===== src/rtl/ctrl_exposure_time.sv =====
// Exposure-time setting controller.
// Turns the increase/decrease push-button levels into a saturating exposure
// time (ms) for the control FSM. Each button is synchronised, edge-detected
// and auto-repeated while held.
//
// Ports:
//   Clk          - single clock, rising edge
//   Reset        - asynchronous active-low reset
//   Exp_increase - increase button level (asynchronous to Clk)
//   Exp_decrease - decrease button level (asynchronous to Clk)
//   EX_time      - current exposure time, registered, unsigned 5 bits
module ctrl_exposure_time #(
  parameter int unsigned EXP_MIN       = 2,
  parameter int unsigned EXP_MAX       = 30,
  parameter int unsigned EXP_DEFAULT   = 15,
  parameter int unsigned REPEAT_DELAY  = 500,
  parameter int unsigned REPEAT_PERIOD = 100
) (
  input  logic       Clk,
  input  logic       Reset,
  input  logic       Exp_increase,
  input  logic       Exp_decrease,
  output logic [4:0] EX_time
);

  localparam int unsigned EXP_W = 5;
  localparam int unsigned CNT_W = (REPEAT_DELAY  >= 65536) ? $clog2(REPEAT_DELAY + 1) : 16;
  localparam int unsigned PER_W = (REPEAT_PERIOD >= 65536) ? $clog2(REPEAT_PERIOD)    : 16;

  localparam logic [EXP_W-1:0] MIN_V     = EXP_W'(EXP_MIN);
  localparam logic [EXP_W-1:0] MAX_V     = EXP_W'(EXP_MAX);
  localparam logic [EXP_W-1:0] DEF_V     = EXP_W'(EXP_DEFAULT);
  localparam logic [CNT_W-1:0] DELAY_V   = CNT_W'(REPEAT_DELAY);
  localparam logic [PER_W-1:0] PER_LAST  = PER_W'(REPEAT_PERIOD - 1);
  localparam bit               REPEAT_EN = (REPEAT_DELAY != 0);

  // Bit 0 = increase, bit 1 = decrease.
  logic [1:0] btn;
  logic [1:0] req;

  assign btn = {Exp_decrease, Exp_increase};

  for (genvar b = 0; b < 2; b++) begin : g_btn
    logic             s1;
    logic             s2;
    logic             prev;
    logic [CNT_W-1:0] hold_cnt;
    logic [PER_W-1:0] per_cnt;
    logic             at_delay;
    logic             tick;

    // hold_cnt counts held cycles since the edge and parks at REPEAT_DELAY;
    // per_cnt then paces the repeats. Both clear as soon as s2 drops.
    assign at_delay = (hold_cnt == DELAY_V);
    assign tick     = REPEAT_EN && s2 && at_delay && (per_cnt == '0);
    assign req[b]   = (s2 & ~prev) | tick;

    // Synchroniser, edge-detect history and hold counters.
    always_ff @(posedge Clk or negedge Reset) begin
      if (!Reset) begin
        s1       <= 1'b0;
        s2       <= 1'b0;
        prev     <= 1'b0;
        hold_cnt <= '0;
        per_cnt  <= '0;
      end else begin
        s1   <= btn[b];
        s2   <= s1;
        prev <= s2;
        if (!s2) begin
          hold_cnt <= '0;
          per_cnt  <= '0;
        end else if (!at_delay) begin
          hold_cnt <= hold_cnt + CNT_W'(1);
        end else begin
          per_cnt <= (per_cnt == PER_LAST) ? '0 : per_cnt + PER_W'(1);
        end
      end
    end
  end

  // Saturating update; limits are checked before stepping so nothing wraps.
  always_ff @(posedge Clk or negedge Reset) begin
    if (!Reset) begin
      EX_time <= DEF_V;
    end else begin
      if (req[0] && !req[1] && (EX_time < MAX_V)) begin
        EX_time <= EX_time + EXP_W'(1);
      end else if (req[1] && !req[0] && (EX_time > MIN_V)) begin
        EX_time <= EX_time - EXP_W'(1);
      end
    end
  end

endmodule


===== config.mk =====
export PLATFORM = sky130hd
export DESIGN_NAME = ctrl_exposure_time
export DESIGN_NICKNAME = d
export VERILOG_FILES = /design/src/rtl/ctrl_exposure_time.sv
export SDC_FILE = /design/constraint.sdc
export NUM_CORES = 1
export LEC_CHECK = 0
export ABC_CLOCK_PERIOD_IN_PS = 3450
export CORE_MARGIN = 1
export CORE_UTILIZATION = 45
export DETAILED_ROUTE_END_ITERATION = 12
export REMOVE_ABC_BUFFERS = 1
export SYNTH_ARGS = -nofsm -noshare
export SYNTH_HDL_FRONTEND = slang
export SYNTH_SLANG_ARGS = --single-unit

===== constraint.sdc =====
create_clock -name Clk -period 3.45 [get_ports Clk]
set_input_delay 0.5175 -clock Clk [delete_from_list [all_inputs] [get_ports Clk]]
set_output_delay 0.5175 -clock Clk [all_outputs]
set_load 0.02 [all_outputs]

# Word level (Yosys, flattened, before mapping)
# Index checks and enable logic that the tools add are counted.
dict set report op_classes {
  n_addsub 6
  n_lt_le_gt_ge 2
  eq_ne 8
  muxes 12
  bitwise_logic 6
  reduce_logical 13
}
# cell count
set ops {}
lappend ops {{2-to-1 mux 16 bit} 10}
lappend ops {{adder 16 x 1 -> 16 bit, second input constant} 4}
lappend ops {{== test 16 x 7 -> 1 bit, second input constant} 2}
lappend ops {{== test 16 x 9 -> 1 bit, second input constant} 2}
lappend ops {{logical NOT 16 bit} 2}
lappend ops {{2-to-1 mux 5 bit} 2}
lappend ops {{logical AND 1 bit} 8}
lappend ops {{adder 5 x 1 -> 5 bit, second input constant} 1}
lappend ops {{greater-than comparator 5 x 2 -> 1 bit, second input constant} 1}
lappend ops {{less-than comparator 5 bit, second input constant} 1}
lappend ops {{subtractor 5 x 1 -> 5 bit, second input constant} 1}
lappend ops {{inequality test 2 x 1 -> 1 bit, second input constant} 2}
lappend ops {{inequality test 2 bit, second input constant} 2}
lappend ops {{AND 1 bit} 2}
lappend ops {{logical NOT 1 bit} 2}
lappend ops {{inverter 1 bit} 2}
lappend ops {{bitwise OR 1 bit} 2}
lappend ops {{nonzero test 2 bit} 1}
dict set report word_totals {
  reg_bits 75
  inputBits 4
  output_inout_bits 5
  word_cells 58
}

# Depth between registers and ports, before layout
dict set report depth {
  ltp_word 9
  ltp_mapped 12
  depth_no_buf 12
}

# Worst setup path after synthesis
# Ideal clock, no wire load.
dict set report synth_path {
  path_kind {register to register}
  startpoint {register g_btn[0].hold_cnt[10]}
  endpoint {register EX_time[4]}
  setup_time_ns 0.080
  arrival_time_ns 3.008
  required_ns 3.370
  setup_slack_ns 0.362
  stages_incl_launch_ff 11
  n_path_buf 0
  synth_period_minus_slack_ns 3.088
  cell_sequence {dfrtp_1 or4_4 nor4_4 a31oi_4 a211oi_4 inv_1 ha_1 a21o_1 a21oi_1 mux2i_1 xnor2_1}
}
dict set report synth_via {
  elab_chain_cells 8
  elab_cells_between_ends 11
  classes_between {eq/ne: 1; mux: 1; bitwise: 1; reduce/logical: 8}
}
# element line
set synth_lines {}
lappend synth_lines {{start: declaration} 47} ;# logic [CNT_W-1:0] hold_cnt;
lappend synth_lines {{start signal: assignment} 74} ;# hold_cnt <= hold_cnt + CNT_W'(1);
lappend synth_lines {{== test 16 x 9 -> 1 bit (*)} 54} ;# assign at_delay = (hold_cnt == DELAY_V);
lappend synth_lines {{logical AND 1 bit (*) (2 in series)} 55} ;# assign tick = REPEAT_EN && s2 && at_delay && (per_cnt == '0);
lappend synth_lines {{bitwise OR 1 bit (*)} 56} ;# assign req[b] = (s2 & ~prev) | tick;
lappend synth_lines {{logical NOT 1 bit} 89} ;# end else if (req[1] && !req[0] && (EX_time > MIN_V)) begin
lappend synth_lines {{logical AND 1 bit (2 in series)} 89}
lappend synth_lines {{nonzero test 2 bit (no line)} --}
lappend synth_lines {{end signal: assignment} 88} ;# EX_time <= EX_time + EXP_W'(1);
lappend synth_lines {{end signal: assignment} 90} ;# EX_time <= EX_time - EXP_W'(1);
lappend synth_lines {{end: declaration} 23} ;# output logic [4:0] EX_time
# Every way passes the cells marked *; elsewhere a longest branch is shown, timed or not.
# A chain may end at the register's enable or synchronous reset.

# Final worst setup path
# Same ends and word-level chain as after synthesis.

==> results.md <==
* Largest net degree at the start of global routing at 76
* Die X-Extent at between 90 and 100 um
* R2R cell count at 10
* CP required at 3720 ps
* VDD IR max at ~0.00027 V
* Area Overhead vs Synth at 11.32%
* Synth Instances at between 400 and 500
* PortBufs at 8
* Worst setup path endpoint: EX_time[4]$_DFFE_PN0P_
* Core Area at ~8400 um^2
* Avg Inst Size Synth at 9.267 um^2
* Largest fanout on the critical path at 6
* CP Launch Point: g_btn[0].hold_cnt[10]$_DFFE_PN0N_
* Cts hold-fix bufs at 0
* H-Tree Depth at 3
* Asr flop ratio synth at 100.0%
* Final Wtd Congestion at 0.7820
* Fin. Hold Viols at 0
* Ys flop type: dfrtp_1
* Root Driver: clkbuf_8
* CP arrival at about 3300 ps
* Status: completed
* Pin slew with the least headroom to its limit at approximately 940 ps
* Antenna Violating Nets Remaining at 0
* Power per cell area at between 400 and 500 nW/um^2
* CP Cell Sequence: or4_4 -> nor4_4 -> a31oi_4 -> a211oi_4 -> inv_1 -> ha_1 -> a21o_1 -> a21oi_1 -> mux2i_1 -> xnor2_1
* Global Route Usage Sum at 18.66%
* Die height at 95.88 um
* Antenna violations before repair at 0
* Max Cap Viol at 0
* Worst r2r dst: EX_time[4]$_DFFE_PN0P_
* Clock sink total at 75
* FMAX at roughly 330 MHz
* Drt pass-1 iters at 4
* Placed cells at between 500 and 600
* # setup viols final at 0
* Top cell type's share of synthesized area at 44.79%
* CTS tree: yes
* CTS buffer count at 9
* Post-CTS Setup Bufs at 0
* Global route total overflow at 0
* Vias at 3043
* Setup CP Type: register to register
* Via/cell ratio at between 5 and 6
* Commonest cells after routing, fill and taps aside: 71 x dfrtp_1, 47 x nand2_1, 44 x o21ai_0, 44 x nor2_1
* Yosys warning total at 0
* Final cell count without fillers at around 550
* Rel. slew slack at 37.54%
* Pins over their slew limit at 0
* Worst min path class: input port to asynchronous set/reset pin
* Reg2reg setup slack at ~420 ps
* Initial core utilization at ~47%
* Drt initial violations at between 100 and 150
* Post-CTS Resized at 0
* Clock Latency Late Sink at roughly 350 ps
* Setup crit end kind: register
* Row count at 33
* Clock Skew at around 11 ps
* Leakage at 1.799 nW
* I/O pin total at 9
* Post-layout util at 52.68%
* Max stage delay cell, worst path: or4_4
* Synth cell types at just under 50
* Ant diodes at 0
* Minimum clock period at between 3000 and 4000 ps
* Dpl hpwl at 5061 um
* Seq/Total Area, Yosys at 47.44%
* Crit start category: register
* Die area at ~9200 um^2
* WL/cell at ~14 um
* Hold Slack at 304.0 ps
* Post-Synthesis Cell Area at 3966 um^2
* Synth area leader: dfrtp_1
* # nets final at about 460
* Seq cells post-synth at 75
* EDFF count, synth at 0
* Number of global-route vias before repair at approximately 2900
* Worst-case clock buffer depth at 2
* Multi-input logic area at 1952 um^2
* Leading post-synthesis cells by cell area: dfrtp_1 45%, o21ai_0 5.6%, xnor2_1 5.1%, nand2_1 4.4%, nor2_1 4.2%
* First-pass GRT wire length at around 13000 um
* Fillers at between 700 and 800
* Layout cells sized above 1 at under 10%
* Setup TNS at 0 ps
* Residual DRC at 0
* Register area at about 1900 um^2
* Crit share post-route at roughly 90%
* Launching point of the worst reg2reg path: g_btn[0].hold_cnt[10]$_DFFE_PN0N_
* Leading cell type in the layout, fill and taps excluded: dfrtp_1
* RSZ-0062 raised after global routing: no
* Routed WL at 7660 um
* Worst-path clk slew at about 90 ps
* CP max stage delay at about 560 ps
-- Yosys cell counts, types with 9 or more instances --
cell type	n
a21oi_1	11
and3_1	14
dfrtp_1	71
ha_1	11
inv_1	23
nand2_1	47
nand3_1	23
nand4_1	12
nor2_1	44
nor4_1	11
o21ai_0	44
o31ai_1	9
xnor2_1	23
xor2_1	14
-- area by class of cell --
class	instances	area share (%)
clock buffers	10	3.117
clock inverters	6	2.522
inverters	25	2.125
multi-input cells	320	44.21
flip-flops and latches	75	42.62
well taps	105	2.975
repair buffers	12	2.437
-- cell families (layout without fill, tap and decap cells) --
family / Yosys count / count (layout) / share of synthesized area, %
AND/OR/NAND/NOR: 191 / 191 / 24.70
AO/OA/AOI/OAI: 79 / 79 / 12.11
flip-flops: 75 / 75 / 47.44
XOR/XNOR: 37 / 37 / 8.170
buffers and inverters: 33 / 53 / 3.344
adder cells (fa/ha/maj): 12 / 12 / 3.975
multiplexers: 1 / 1 / 0.2524
-- worst min-delay path by stage --
stage / depth (start not counted) / slack [ps] / end
after floorplan: 0 / 220 / EX_time[4]$_DFFE_PN0P_
after global placement: 0 / 340 / g_btn[1].s2$_DFF_PN0_
after detailed placement: 0 / 340 / g_btn[1].s2$_DFF_PN0_
after CTS: 1 / 340 / g_btn[1].hold_cnt[7]$_DFFE_PN0N_
after global routing: 0 / 360 / g_btn[1].s2$_DFF_PN0_
final: 1 / 300 / g_btn[1].hold_cnt[7]$_DFFE_PN0N_
-- metrics by stage --
stage / total power (W) / cell area [um^2] / setup WS (ps)
after CTS: 0.002195 / 4415 / 401.9
after floorplan: 0.001204 / 3928 / 361.9
after detailed placement: 0.001334 / 4167 / 415.4
after global routing: 0.002276 / 4415 / 221.9
final: 0.002163 / 4415 / 418.2
after global placement: 0.001333 / 4167 / 460.7
-- power by group --
part           total (W)  switching (W)  internal [W]
Clock           0.000848       0.000346      0.000502
Combinational   0.000324       0.000173      0.000152
Sequential      0.000991      0.0000567      0.000935
-- metal layers --
metal / GRT usage [%] / wire (um)
met1: 24.09 / 3749
met4: 6.095 / 106
met3: 5.450 / 260
met2: 30.06 / 3543
met5: 0 / 0
-- critical path, delay by kind of cell, from the launching register on --
kind	cells	cell delay [ps]
multiplexers	1	240
AO/OA/AOI/OAI	4	800
adder cells (fa/ha/maj)	1	340
XOR/XNOR	1	130
buffers and inverters	1	140
flip-flops	1	410
AND/OR/NAND/NOR	2	890
-- sequential cells by signal, indices dropped and copies added (netlist names) --
signal / flops
g_btn.hold_cnt: 32
g_btn.per_cnt: 32
EX_time: 5
g_btn.prev: 2
g_btn.s1: 2
g_btn.s2: 2
Power figures use the tool's default switching activity.
